## src/rtl/bram_mux_pkg.sv

```systemverilog
// Shared constants and helpers for the BRAM write-port input arbiter/mux.
package bram_mux_pkg;

  localparam logic MODE_STATIC = 1'b0;
  localparam logic MODE_RR     = 1'b1;

  // Channel-index width; never below one bit, even for a two-channel mux.
  function automatic int clog2_min1(input int n);
    return (n <= 2) ? 1 : $clog2(n);
  endfunction

endpackage

```

## src/rtl/rr_arbiter.sv

```systemverilog
// Combinational round-robin arbiter: first requester at or after ptr wins.
module rr_arbiter #(
  parameter int N  = 6,
  parameter int CW = 3
) (
  input  logic [N-1:0]  req,
  input  logic [CW-1:0] ptr,
  output logic [N-1:0]  gnt,
  output logic [CW-1:0] gnt_idx
);

  always_comb begin
    int  j;
    logic found;
    gnt     = '0;
    gnt_idx = '0;
    found   = 1'b0;
    j       = 0;
    for (int k = 0; k < N; k++) begin
      // Wrap the scan position; ptr is always held below N.
      j = int'(ptr) + k;
      if (j >= N) j = j - N;
      if (!found && req[j]) begin
        found   = 1'b1;
        gnt[j]  = 1'b1;
        gnt_idx = CW'(j);
      end
    end
  end

endmodule

```

## src/rtl/bram_in_arb_mux.sv

```systemverilog
// Selects one of N_IN producer channels into a single registered BRAM write port,
// either by a static select or by round-robin arbitration.
module bram_in_arb_mux
  import bram_mux_pkg::*;
#(
  parameter  int N_IN = 6,
  parameter  int DW   = 32,
  localparam int CW   = clog2_min1(N_IN)
) (
  input  logic              clk,
  input  logic              rst,
  input  logic              mode,
  input  logic [CW-1:0]     sel,
  input  logic [N_IN-1:0]   in_valid,
  input  logic [N_IN*DW-1:0] in_data,
  output logic [N_IN-1:0]   in_ready,
  output logic [DW-1:0]     dout,
  output logic [CW-1:0]     dout_ch,
  output logic              dout_valid,
  input  logic              dout_ready,
  output logic              sel_err
);

  // Handshake: a word moves on channel i in any cycle where in_valid[i] && in_ready[i];
  // it is presented on dout one cycle later and held until dout_valid && dout_ready.
  // in_ready is one-hot or zero and only ever follows the matching in_valid.

  localparam logic [CW:0] N_IN_W = (CW+1)'(N_IN);

  logic [CW-1:0]   rr_ptr;
  logic [N_IN-1:0] rr_gnt;
  logic [CW-1:0]   rr_idx;
  logic [N_IN-1:0] st_gnt;
  logic [N_IN-1:0] gnt_vec;
  logic [CW-1:0]   gnt_idx;
  logic [DW-1:0]   gnt_data;
  logic [CW-1:0]   next_ptr;
  logic            load_en;
  logic            sel_ok;
  logic            transfer;
  logic            sel_err_nxt;

  rr_arbiter #(
    .N  (N_IN),
    .CW (CW)
  ) u_rr (
    .req     (in_valid),
    .ptr     (rr_ptr),
    .gnt     (rr_gnt),
    .gnt_idx (rr_idx)
  );

  always_comb begin
    load_en = !dout_valid || dout_ready;
    sel_ok  = ({1'b0, sel} < N_IN_W);
    st_gnt  = '0;
    for (int i = 0; i < N_IN; i++) begin
      st_gnt[i] = (sel == CW'(i)) && in_valid[i];
    end
    if (mode == MODE_RR) begin
      gnt_vec = rr_gnt;
      gnt_idx = rr_idx;
    end else begin
      gnt_vec = st_gnt;
      gnt_idx = sel;
    end
    in_ready = (!rst && load_en) ? gnt_vec : '0;
    transfer = |in_ready;
    gnt_data = '0;
    for (int i = 0; i < N_IN; i++) begin
      if (gnt_idx == CW'(i)) gnt_data = in_data[i*DW +: DW];
    end
    next_ptr    = (gnt_idx == CW'(N_IN-1)) ? '0 : gnt_idx + CW'(1);
    sel_err_nxt = (mode == MODE_STATIC) && !sel_ok && (|in_valid);
  end

  // The output register and rr_ptr only move when the stage is empty or draining,
  // so a stalled word is never overwritten whatever mode/sel do meanwhile.
  always_ff @(posedge clk) begin
    if (rst) begin
      dout       <= '0;
      dout_ch    <= '0;
      dout_valid <= 1'b0;
      sel_err    <= 1'b0;
      rr_ptr     <= '0;
    end else begin
      sel_err <= sel_err_nxt;
      if (load_en) begin
        dout_valid <= transfer;
        if (transfer) begin
          dout    <= gnt_data;
          dout_ch <= gnt_idx;
          rr_ptr  <= next_ptr;
        end
      end
    end
  end

endmodule

```

## config.mk

```make
export PLATFORM = sky130hd
export DESIGN_NAME = bram_in_arb_mux
export DESIGN_NICKNAME = d
export VERILOG_FILES = /design/src/rtl/bram_mux_pkg.sv /design/src/rtl/rr_arbiter.sv /design/src/rtl/bram_in_arb_mux.sv
export SDC_FILE = /design/constraint.sdc
export NUM_CORES = 1
export LEC_CHECK = 0
export ABC_AREA = 1
export CORE_MARGIN = 5
export CORE_UTILIZATION = 43
export DETAILED_ROUTE_END_ITERATION = 10
export GPL_TIMING_DRIVEN = 0
export PLACE_DENSITY = 0.84
export SLEW_MARGIN = 20
export SYNTH_ARGS = -nofsm -noshare
export SYNTH_HDL_FRONTEND = slang
export SYNTH_HIERARCHICAL = 1
export SYNTH_SLANG_ARGS = --single-unit
export TNS_END_PERCENT = 10
```

## constraint.sdc

```tcl
create_clock -name clk -period 5.5 [get_ports clk]
set_input_delay 0.825 -clock clk [delete_from_list [all_inputs] [get_ports clk]]
set_output_delay 0.825 -clock clk [all_outputs]
set_load 0.1 [all_outputs]
```

======== After elaboration in Yosys (flattened, before gate mapping) ========
Cells that the tools add are included.
operators by class
  add/subtract/negate cells ............... 12
  magnitude comparators ................... 19
  equality and inequality tests ........... 10
  multiplexer cells ....................... 63
  bitwise operators ....................... 6
  reductions and logical operators ........ 34
operator list
  operator                                                      count
  two-way mux 32 bit                                            12
  >= comparator 32 x 1 -> 1 bit (second input constant)         6
  less-than comparator 32 x 5 -> 1 bit (second input constant)  6
  >= comparator 32 x 4 -> 1 bit (second input constant)         5
  subtractor 32 x 4 -> 32 bit (second input constant)           5
  two-way mux 6 bit                                             8
  bitwise OR 6 bit                                              5
  two-way mux 3 bit                                             8
  two-way mux 1 bit                                             23
  logical AND 1 bit                                             20
  binary-select mux 1 bit (select 3 bit)                        6
  demux 1 bit (select 3 bit)                                    6
  == test 3 x 2 -> 1 bit (second input constant)                4
  == test 3 bit (second input constant)                         4
  OR reduction 6 bit                                            2
  adder 3 x 2 -> 4 bit (second input constant)                  2
  adder 3 x 3 -> 4 bit (second input constant)                  2
  zero test 1 bit                                               8
  == test 3 x 1 -> 1 bit (second input constant)                2
  zero test 3 bit                                               2
  adder 3 x 1 -> 4 bit (second input constant)                  1
  subtractor 3 x 3 -> 4 bit (second input constant)             1
  adder 3 x 1 -> 3 bit (second input constant)                  1
  >= comparator 3 bit (second input constant)                   1
  other kinds (4)                                               4
word-level totals
  flip-flop bits (word level) ............. 40
  input bits .............................. 205
  word-level logic and storage cells ...... 149

======== Logic depth before layout (Yosys ltp) ========
Gate-level depths: netlist (run 1).
  depth in word-level cells ............... 29
  mapped depth ............................ 35
  gate-level depth less buffers ........... 33

======== Cells and area by module ========
The synthesis (run 1) kept the hierarchy.
by module, submodules not included
  module           instances  cells an instance  area an instance (um^2)  seq. area each (um^2)
  bram_in_arb_mux  1          667                3717.3                   800.8
  rr_arbiter       1          289                1542.7                   0.0

======== Least setup slack after synthesis (run 1) ========
No wires, ideal clock.
  path type ............................... flip-flop to output port
  start ................................... register rr_ptr[0]
  end ..................................... output port in_ready[4]
  data arrival time ....................... 3817 ps
  slack ................................... 858 ps
  stages on the path, launching flop included .. 25
  path buffers ............................ 2
  path through ............................ dfxtp_1 > inv_2 > clkbuf_1 > ha_1 > inv_2 > ha_1 > inv_1 > ha_1 > nand3_2 > nand2_2 > nand2_2 > nand2_2 > nand2_1 > nand2_1 > nand2_1 > nand2_2 > inv_1 > nor2_4 > buf_6 > nand3_1 > nand2_1 > inv_1 > nand3_2 > nand2_1 > a21oi_2
between the ends
  word-level cells in the longest chain between the ends .. 23
  elaborated cells on any way between the ends .. 99
  those cells by class .................... 11 x add/sub; 18 x order compare; 49 x mux; 5 x bitwise; 16 x reduce/logical
ends and longest elaborated chain
  item                                                                  line                   text
  from (decl)                                                           bram_in_arb_mux.sv:30  logic [CW-1:0] rr_ptr;
  from (signal assigned)                                                bram_in_arb_mux.sv:93  rr_ptr <= next_ptr;
  branches (longest 20 deep; another with subtractor 32 x 4 -> 32 bit)  --
  two-way mux 6 bit (*)                                                 rr_arbiter.sv:23       if (!found && req[j]) begin
  net rr_gnt[4]                                                         bram_in_arb_mux.sv:31  logic [N_IN-1:0] rr_gnt;
  two-way mux 6 bit (*)                                                 bram_in_arb_mux.sv:60  if (mode == MODE_RR) begin
  two-way mux 6 bit (*)                                                 bram_in_arb_mux.sv:67  in_ready = (!rst && load_en) ? gnt_vec : '0;
  to (decl)                                                             bram_in_arb_mux.sv:16  output logic [N_IN-1:0] in_ready,
Mark *: on every way through the listed nets, which the timed path passes. The select of a mux whose other input is x is not followed.

======== Worst setup path after layout (run 1) ========
Same ends and word-level chain as after synthesis.

==> results of run 1 <==
==> worst min path at each step <==
stage / startpoint / to / slack (ps) / cells past startpoint
floorplan: rr_ptr[1]$_SDFFE_PP0P_ / rr_ptr[1]$_SDFFE_PP0P_ / 570 / 2
global placement: dout_ch[0]$_SDFFE_PP0P_ / dout_ch[0]$_SDFFE_PP0P_ / 490 / 2
detailed placement: dout_ch[0]$_SDFFE_PP0P_ / dout_ch[0]$_SDFFE_PP0P_ / 490 / 2
CTS: dout_ch[0]$_SDFFE_PP0P_ / dout_ch[0]$_SDFFE_PP0P_ / 500 / 2
global route: dout_ch[0]$_SDFFE_PP0P_ / dout_ch[0]$_SDFFE_PP0P_ / 540 / 2
finish: dout_ch[0]$_SDFFE_PP0P_ / dout_ch[0]$_SDFFE_PP0P_ / 500 / 2
==> metal layers <==
layer	part of all wire, %	wire length [um]
met1	40	9620
met2	48	11600
met3	10	2430
met4	2.7	655
met5	0	0
==> flip-flops by register name (all words and copies together) (netlist names) <==
signal	count
dout_valid	1
dout_ch	3
sel_err	1
rr_ptr	3
dout	32
==> timing repair <==
| action | in CTS | in global routing |
|---|---|---|
| hold buffers | 0 | 0 |
| pin swaps | 0 | 0 |
| setup endpoints to repair | 37 | 38 |
| resized for setup | 19 | 10 |
==> logic make-up after synthesis <==
| group | after synthesis | synth area share [%] |
|---|---|---|
| XOR/XNOR | 3 | 0.500 |
| AO/OA/AOI/OAI | 137 | 15.4 |
| buffers and inverters | 152 | 12.4 |
| AND/OR/NAND/NOR | 607 | 52.4 |
| flip-flops | 40 | 15.2 |
| adder cells (fa/ha/maj) | 17 | 4.04 |
==> layout make-up <==
class / count / area [um^2] / share of cell area, %
Buffer: 55 / 297 / 3.67
Inverter: 96 / 360 / 4.46
Multi-Input combinational cell: 764 / 3810 / 47.1
Timing Repair Buffer: 247 / 2480 / 30.7
Clock inverter: 1 / 7.51 / 0.0929
Tap cell: 147 / 184 / 2.27
Antenna cell: 2 / 5.00 / 0.0619
Clock buffer: 7 / 143 / 1.76
Sequential cell: 40 / 802 / 9.92
==> cells in the final DEF (no fill, tap or decap), types with 3 or more instances in the layout <==
cell / netlist / final
o21ai_1: 20 / 20
o21ai_0: 30 / 30
nand2_1: 310 / 310
nor3_1: 7 / 7
a21oi_2: 3 / 3
nand3_1: 93 / 93
clkdlybuf4s50_1: 0 / 241
clkbuf_1: 19 / 14
nor2_4: 4 / 4
dfxtp_1: 40 / 39
nand3_2: 8 / 8
buf_2: 24 / 24
inv_2: 7 / 7
xor2_1: 3 / 3
a22oi_1: 31 / 31
buf_1: 3 / 3
o21ai_2: 4 / 4
ha_1: 17 / 16
nand2_4: 5 / 5
nor2_2: 5 / 5
a21oi_1: 42 / 42
clkbuf_2: 1 / 6
nand4_1: 49 / 49
clkdlybuf4s15_2: 0 / 6
clkbuf_16: 0 / 5
nand2_2: 16 / 16
buf_4: 4 / 4
inv_1: 89 / 89
nor2_1: 102 / 102
buf_6: 5 / 5
==> tightest hold or removal path: stages (launching register included) <==
cell and delay, ps:
dfxtp_1 330, nand2_1 70, a21oi_1 50
==> stage by stage <==
step,util (%),hold WS [ps],setup WS (ps),area (um^2),instances
2_1_floorplan,-,574,858,5260,956
3_3_place_gp,65.9,487,-153,7920,1350
3_5_place_dp,65.9,495,-209,7920,1350
4_1_cts,67.2,503,54.1,8080,1358
5_1_grt,67.3,542,241,8090,1359
6_report,67.3,498,538,8090,1359
==> results.json, run 1 <==
{
  "rsz0062_at_grt": "no",
  "core-area_um2": 12000,
  "r2r-end": "dout[30]$_SDFFE_PP0P_",
  "vias_per_cell": 5.39,
  "port_buffers": 247,
  "die_h_um": 121,
  "maxCapViolCount": 0,
  "clk_latency_ps": 290,
  "synth-edff-count": 0,
  "hold_path_class": "flop to flop",
  "tightest_slew_ps": 1120,
  "crit_chain": "inv_2, ha_2, inv_2, ha_1, inv_1, ha_1, nand3_2, nand2_2, nand2_2, nand2_2, nand2_1, nand2_1, nand2_1, nand2_2, inv_1, nor2_4, buf_6, nand3_1, nand2_1, inv_1, nand3_2, nand2_1, a21oi_2, clkdlybuf4s15_2",
  "syn_nets": 1178,
  "h-tree-depth": 2,
  "finalCritPeriodShare_pct": 90.2,
  "crit_fanout": 14,
  "wire_per_inst_um": 17.9,
  "cts_setup_buffers": 0,
  "cts_root_buffer": "clkbuf_16",
  "grt_max_degree": 13,
  "grt_pass1_vias": 6685,
  "postSynthAreaPerCell_um2": 5.50,
  "max_freq_mhz": 202,
  "postSynthCellCount": 956,
  "critical_path.startpoint": "rr_ptr[0]$_SDFFE_PP0P_",
  "synthFlopType": "dfxtp_1",
  "synthArstFlopShare_pct": 0,
  "routed_wl_mm": 24.3,
  "ff2ff_setup_slack_ps": 590,
  "slowest_delay_ps": 580,
  "track_usage_pct": 31.8,
  "start_util_pct": 43.8,
  "worst-path-buf-inv": 7,
  "grt.busiest_layer": "met2",
  "crit_top_cell": "nand2_1",
  "io_pins": 248,
  "arrival_ps": 4140,
  "crit_required_ps": 4680,
  "vias": 7329,
  "yosysMostFrequentCell": "nand2_1",
  "crit_type": "flop to output port",
  "clk_pin_slew_ps": 70,
  "grt_use_met3_pct": 6.97,
  "tns_ps": 0,
  "clock_skew_ps": 9.54,
  "nFillCells": 1143,
  "areaGrowthSynthToFinish_pct": 53.7,
  "fin_nets": 1431,
  "crit_cells": 24,
  "ys_seq_area_share_pct": 15.2,
  "antenna_found_initial": 2,
  "cts_max_path_buffers": 2,
  "path_delay_family": "buffers and inverters",
  "endpoint": "in_ready[4]",
  "cts_buffers": 5,
  "drt_iter0_markers": 698,
  "final_max_slew_viol_count": 0,
  "setup_viol_count_final": 0,
  "gp_congestion": 1.01,
  "hold_viol": 0,
  "ant_nets": 0,
  "cts_tree": "built",
  "drive_gt1_share_pct": 9.17,
  "synth.top_cell.area_share_pct": 22.1,
  "synth_seq_cells": 40,
  "synth_cell_types": 39,
  "cp-start-kind": "flop",
  "dieArea_um2": 14500,
  "grtUsageMet2_pct": 51.9,
  "ys_top_cells_by_count": "nand2_1 (310), nor2_1 (102), nand3_1 (93)",
  "relSlewSlack_pct": 24.9,
  "grt_overflow": 0,
  "drc": 0,
  "crit_slowest_cell": "clkdlybuf4s15_2",
  "ys_top_cells_by_area": "nand2_1 (22%), dfxtp_1 (15%), nand3_1 (8.8%), nor2_1 (7.3%), inv_1 (6.4%)",
  "met1_usage_pct": 41.5,
  "status": "finished clean",
  "grt_pass1_wl_mm": 36.2,
  "dieWidth_um": 121,
  "netlist.top_cell.by_area": "nand2_1",
  "netlist_area_um2": 5260,
  "r2r_start": "rr_ptr[0]$_SDFFE_PP0P_",
  "firstDrtPassIters": 6,
  "place_hpwl_mm": 19.5,
  "period_needed_ps": 4960,
  "cts.sinks": 40,
  "worst_setup_path_end_kind": "output port",
  "reg2regPathDepth": 29,
  "rows": 40,
  "yosys_warnings": 6
}
Power of run 1 is not shown: default switching activity piles up to over one toggle a cycle in this logic, so the estimate is an artifact.
==> run 2: changes to the inputs <==
--- a/config.mk
+++ b/config.mk
@@ -5,12 +5,11 @@
 export SDC_FILE = /design/constraint.sdc
 export NUM_CORES = 1
 export LEC_CHECK = 0
-export ABC_AREA = 1
 export CORE_MARGIN = 5
-export CORE_UTILIZATION = 43
+export CORE_UTILIZATION = 37
 export DETAILED_ROUTE_END_ITERATION = 10
 export GPL_TIMING_DRIVEN = 0
-export PLACE_DENSITY = 0.84
+export PLACE_DENSITY = 0.78
 export SLEW_MARGIN = 20
 export SYNTH_ARGS = -nofsm -noshare
 export SYNTH_HDL_FRONTEND = slang
==> constraint.sdc (replaced) <==
create_clock -name clk -period 4 [get_ports clk]
set_input_delay 0.6 -clock clk [delete_from_list [all_inputs] [get_ports clk]]
set_output_delay 0.6 -clock clk [all_outputs]
set_load 0.1 [all_outputs]
==> results.json, run 2 <==
{
  "grt_overflow": 0,
  "hold_viol": 0,
  "cts_max_path_buffers": 2,
  "cp-start-kind": "flop",
  "arrival_ps": 4060,
  "core-area_um2": 12700,
  "synthArstFlopShare_pct": 0,
  "grtUsageMet2_pct": 46.1,
  "vias": 6466,
  "status": "finished, violations left",
  "postSynthCellCount": 676,
  "max_freq_mhz": 215,
  "largest_reg_flops": 32,
  "antenna_found_initial": 2,
  "grt_use_met3_pct": 6.56,
  "final_common_cell": "clkdlybuf4s50_1",
  "finalCritPeriodShare_pct": 116,
  "cts_root_buffer": "clkbuf_16",
  "yosysMostFrequentCell": "nand2_1",
  "clk_latency_ps": 280,
  "crit_slowest_cell": "o41a_1",
  "grt.busiest_layer": "met2",
  "tightest_slew_ps": 1100,
  "worst-path-buf-inv": 6,
  "top_regs": "dout: 32 flops, dout_ch: 3 flops, rr_ptr: 3 flops",
  "grt_pass1_vias": 6019,
  "met1_usage_pct": 33.3,
  "critical_path.startpoint": "rr_ptr[0]$_SDFFE_PP0P_",
  "firstDrtPassIters": 5,
  "port_buffers": 245,
  "ys_top_cells_by_area": "dfxtp_1 (17%), nand2_1 (12%), a211o_1 (6.2%), a31o_1 (5.6%), nor3b_1 (5.4%)",
  "crit_fanout": 7,
  "r2r_start": "rr_ptr[0]$_SDFFE_PP0P_",
  "fin_nets": 1185,
  "netlist_area_um2": 4830,
  "top_register": "dout",
  "hold_ws_ps": 518,
  "netlist.top_cell.by_area": "dfxtp_1",
  "routed_wl_mm": 23.1,
  "yosys_warnings": 6,
  "crit_top_cell": "ha_4",
  "rsz0062_at_grt": "yes",
  "maxCapViolCount": 0,
  "violations": "setup timing",
  "dieWidth_um": 124,
  "cts_buffers": 5,
  "gp_congestion": 0.974,
  "io_pins": 248,
  "period_needed_ps": 4660,
  "grt_pass1_wl_mm": 33.7,
  "synth_cell_types": 78,
  "die_h_um": 124,
  "crit_chain": "buf_8, buf_12, clkinv_8, ha_4, xor2_4, inv_2, ha_4, inv_2, ha_4, a21boi_4, a2bb2oi_4, a211oi_4, or3_4, nand3b_4, o41a_1, mux2i_2, nand2_1, a21oi_4, buf_12",
  "clock_skew_ps": 4.06,
  "synth.top_cell.area_share_pct": 16.6,
  "wire_per_inst_um": 20.3,
  "areaGrowthSynthToFinish_pct": 74.5,
  "clk_pin_slew_ps": 60,
  "ys_seq_area_share_pct": 16.6,
  "start_util_pct": 38.0,
  "grt_max_degree": 13,
  "syn_nets": 898,
  "worst_setup_path_end_kind": "output port",
  "setup_viol_count_final": 44,
  "hold_path_class": "flop to flop",
  "vias_per_cell": 5.69,
  "track_usage_pct": 27.1,
  "synth_seq_cells": 40,
  "slowest_delay_ps": 470,
  "path_delay_family": "compound AO/OA/AOI/OAI gates",
  "crit_required_ps": 3400,
  "cts_hold_buf": 0,
  "cts.sinks": 40,
  "drive_gt1_share_pct": 17.3,
  "synth-edff-count": 0,
  "dieArea_um2": 15500,
  "postSynthAreaPerCell_um2": 7.15,
  "crit_type": "flop to output port",
  "mostFrequentLayoutCells": "clkdlybuf4s50_1 (239), nand2_1 (156), buf_4 (40), a21oi_1 (40), dfxtp_1 (37)",
  "final_max_slew_viol_count": 0,
  "drt_iter0_markers": 559,
  "cts_tree": "built",
  "setup_slack_ps": -655,
  "drc": 0,
  "synthFlopType": "dfxtp_1",
  "rows": 41,
  "relSlewSlack_pct": 26.5,
  "min_from": "dout_ch[1]$_SDFFE_PP0P_",
  "ys_top_cells_by_count": "nand2_1 (157), a21oi_1 (46), dfxtp_1 (40)",
  "place_hpwl_mm": 18.1,
  "ant_nets": 0,
  "h-tree-depth": 2
}
-- run 2: through the flow --
step	util [%]	instances	TNS, ps	setup WS (ps)	cell area (um^2)
after floorplan	-	676	-26050	-659	5100
after global placement	61.0	1093	-56660	-1740	7760
after CTS	64.7	1120	-27240	-729	8240
after detailed placement	61.0	1093	-58530	-1800	7760
final	66.3	1137	-23050	-655	8440
after global routing	66.3	1137	-32280	-802	8440
-- run 2: worst register-to-register path, stage by stage (launching register included) --
cell and delay, ps:
dfxtp_4 360, buf_8 100, buf_12 110, clkinv_8 50
ha_4 170, xor2_4 170, inv_2 70, ha_4 160
inv_2 60, ha_4 190, a21boi_4 280, a2bb2oi_4 190
a211oi_4 90, or3_4 340, nand3b_4 220, buf_4 200
o22ai_2 210, mux2i_2 140, nor2_2 120, ha_2 170
buf_6 120, o21bai_4 240, buf_6 200, a21oi_1 50
a211o_1 270, a31o_1 220
-- run 2: kinds of logic (layout without fill, tap and decap cells) --
logic type      Yosys count  count (layout)  synth area share, %
simple gates            262             262                 25.8
compound gates          251             251                 38.4
buf+inv                  75             362                 7.89
flops                    40              40                 16.6
mux                      25              25                 5.51
fa+ha+maj                17              17                 4.40
xor+xnor                  6               6                 1.48
other cells               0               2                    0
-- run 2: final timing paths --
check,to,slack [ps],depth (start not counted)
setup / recovery,in_ready[5],-660,19
hold / removal,dout_ch[1]$_SDFFE_PP0P_,520,2
setup reg to reg,dout[5]$_SDFFE_PP0P_,-600,25
hold reg to reg,dout_ch[1]$_SDFFE_PP0P_,520,2
-- run 2: cell type report --
| cell class | instances | area [um^2] |
|---|---|---|
| Fill cell | 1150 | 4280 |
| Multi-Input combinational cell | 561 | 3990 |
| Timing Repair Buffer | 281 | 2790 |
| Sequential cell | 40 | 810 |
| Buffer | 60 | 417 |
| Tap cell | 172 | 215 |
| Clock buffer | 5 | 125 |
| Inverter | 14 | 70.1 |
| Clock inverter | 2 | 11.3 |
| Antenna cell | 2 | 5.00 |
-- run 2: timing repair --
action	in CTS	in global routing
resized for setup	79	26
endpoints found under the hold margin	0	0
setup endpoints to repair	45	45
pin swaps	14	10
setup buffers	20	13
cloned	0	3
-- run 2: routing by layer --
layer / share of wire, % / up-vias
met3: 9.1 / 42
met1: 40 / 3013
met2: 48 / 350
met4: 3.1 / 0
met5: 0 / -
li1: - / 3061
Power of run 2 is left out for the same reason.
==> run 3: changes to the inputs <==
--- a/config.mk
+++ b/config.mk
@@ -5,9 +5,11 @@
 export SDC_FILE = /design/constraint.sdc
 export NUM_CORES = 1
 export LEC_CHECK = 0
+export ABC_CLOCK_PERIOD_IN_PS = 4000
 export CORE_MARGIN = 5
 export CORE_UTILIZATION = 37
 export DETAILED_ROUTE_END_ITERATION = 10
+export GPL_ROUTABILITY_DRIVEN = 0
 export GPL_TIMING_DRIVEN = 0
 export PLACE_DENSITY = 0.78
 export SLEW_MARGIN = 20
==> results.json, run 3 (synthesis gave the netlist of run 2 again) <==
{
  "final_common_cell": "clkdlybuf4s50_1",
  "slowest_delay_ps": 460,
  "arrival_ps": 4130,
  "mostFrequentLayoutCells": "clkdlybuf4s50_1 (239), nand2_1 (156), a21oi_1 (38)",
  "crit_slowest_cell": "o41a_1",
  "crit_required_ps": 3400,
  "design_area_um2": 8530,
  "relSlewSlack_pct": 25.6,
  "r2r_start": "rr_ptr[0]$_SDFFE_PP0P_",
  "largest_reg_flops": 32,
  "drive_gt1_share_pct": 17.2,
  "hold_ws_ps": 518,
  "worst_setup_path_end_kind": "output port",
  "setup_viol_count_final": 45,
  "drc": 0,
  "die_h_um": 124,
  "cts_root_buffer": "clkbuf_16",
  "io_pins": 248,
  "grt_pass1_wl_mm": 34.9,
  "place_hpwl_mm": 18.0,
  "hold_path_class": "flop to flop",
  "r2r-end": "dout[22]$_SDFFE_PP0P_",
  "grt_use_met3_pct": 6.99,
  "grt_pass1_vias": 6162,
  "routed_wl_mm": 23.3,
  "top_regs": "dout: 32 flops, dout_ch: 3 flops, rr_ptr: 3 flops",
  "maxCapViolCount": 0,
  "finalCritPeriodShare_pct": 118,
  "vias_per_cell": 5.68,
  "grt_overflow": 0,
  "clk_latency_ps": 290,
  "vias": 6450,
  "max_freq_mhz": 211,
  "grt_max_degree": 15,
  "drt_iter0_markers": 621,
  "crit_top_cell": "ha_4",
  "tns_ps": -27500,
  "crit_cells": 19,
  "h-tree-depth": 2,
  "met1_usage_pct": 34.5,
  "violations": "setup timing",
  "rsz0062_at_grt": "yes",
  "dieArea_um2": 15500,
  "crit_chain": "buf_8, buf_12, clkinv_8, ha_4, xor2_4, inv_2, ha_4, inv_2, ha_4, a2111oi_4, a211o_2, a211oi_4, or3_1, nand3b_4, o41a_1, mux2i_1, nand2_1, a21oi_4, buf_12",
  "core-area_um2": 12700,
  "reg2regPathDepth": 26,
  "cp-start-kind": "flop",
  "cts_tree": "built",
  "path_delay_family": "compound AO/OA/AOI/OAI gates",
  "crit_type": "flop to output port",
  "critical_path.startpoint": "rr_ptr[0]$_SDFFE_PP0P_",
  "setup_slack_ps": -733,
  "clock_skew_ps": 7.49,
  "worst-path-buf-inv": 6,
  "rows": 41,
  "grt.busiest_layer": "met2",
  "start_util_pct": 38.0,
  "areaGrowthSynthToFinish_pct": 76.4,
  "dieWidth_um": 124,
  "tightest_slew_ps": 1110,
  "placed_cell_area_um2": 7760,
  "ant_nets": 0,
  "crit_fanout": 6,
  "hold_viol": 0,
  "place_inst": 1093,
  "cts_max_path_buffers": 2,
  "top_register": "dout",
  "status": "finished, violations left",
  "fin_nets": 1183,
  "wire_per_inst_um": 20.5,
  "final_cells": 1136,
  "track_usage_pct": 27.8,
  "final_max_slew_viol_count": 0,
  "ff2ff_setup_slack_ps": -670,
  "firstDrtPassIters": 6,
  "period_needed_ps": 4730,
  "cts_buffers": 5,
  "clk_pin_slew_ps": 70,
  "antenna_found_initial": 2,
  "cts.sinks": 40,
  "endpoint": "in_ready[4]",
  "grtUsageMet2_pct": 47.2,
  "port_buffers": 245
}
[run 3: repair_timing]
item,in CTS,in global routing
hold endpoints to repair,0,0
pin swaps,16,25
gates resized for setup,79,38
hold buffers,0,0
setup endpoints to repair,45,45
cloned,0,2
buffers inserted,18,14
[run 3: tightest hold or removal path: stages (launching register included)]
cell	delay, ps
dfxtp_1	330
nand2_1	60
a31oi_1	70
[run 3: layout make-up]
cell class	instances	area (um^2)
diodes	2	5.00
plain buffers	60	440
clock buffers	5	125
clock inverters	3	46.3
fillers	1137	4200
inverters	14	70.1
multi-input cells	561	4010
flip-flops and latches	40	810
well taps	172	215
repair buffers	279	2800
[run 3: metal layers]
metal	routed length, um	up-vias	part of all wire [%]
li1	-	3071	-
met1	9400	3013	40
met2	11100	323	48
met3	1960	43	8.4
met4	781	0	3.4
met5	0	-	0
[run 3: worst min path at each step]
stage | slack, ps | depth (start not counted) | from | to
final | 520 | 2 | dout_ch[1]$_SDFFE_PP0P_ | dout_ch[1]$_SDFFE_PP0P_
after global routing | 520 | 2 | dout_ch[1]$_SDFFE_PP0P_ | dout_ch[1]$_SDFFE_PP0P_
after CTS | 510 | 2 | dout_ch[1]$_SDFFE_PP0P_ | dout_ch[1]$_SDFFE_PP0P_
after detailed placement | 500 | 2 | dout_ch[1]$_SDFFE_PP0P_ | dout_ch[1]$_SDFFE_PP0P_
after global placement | 500 | 2 | dout_ch[1]$_SDFFE_PP0P_ | dout_ch[1]$_SDFFE_PP0P_
after floorplan | 520 | 2 | rr_ptr[0]$_SDFFE_PP0P_ | rr_ptr[0]$_SDFFE_PP0P_
[run 3: per-stage QoR]
step | setup WS [ps] | utilization, %
final | -733 | 67.0
after global routing | -899 | 67.0
after floorplan | -659 | -
after global placement | -1720 | 61.0
after CTS | -731 | 64.8
after detailed placement | -1730 | 61.0
Power of run 3 is left out for the same reason.
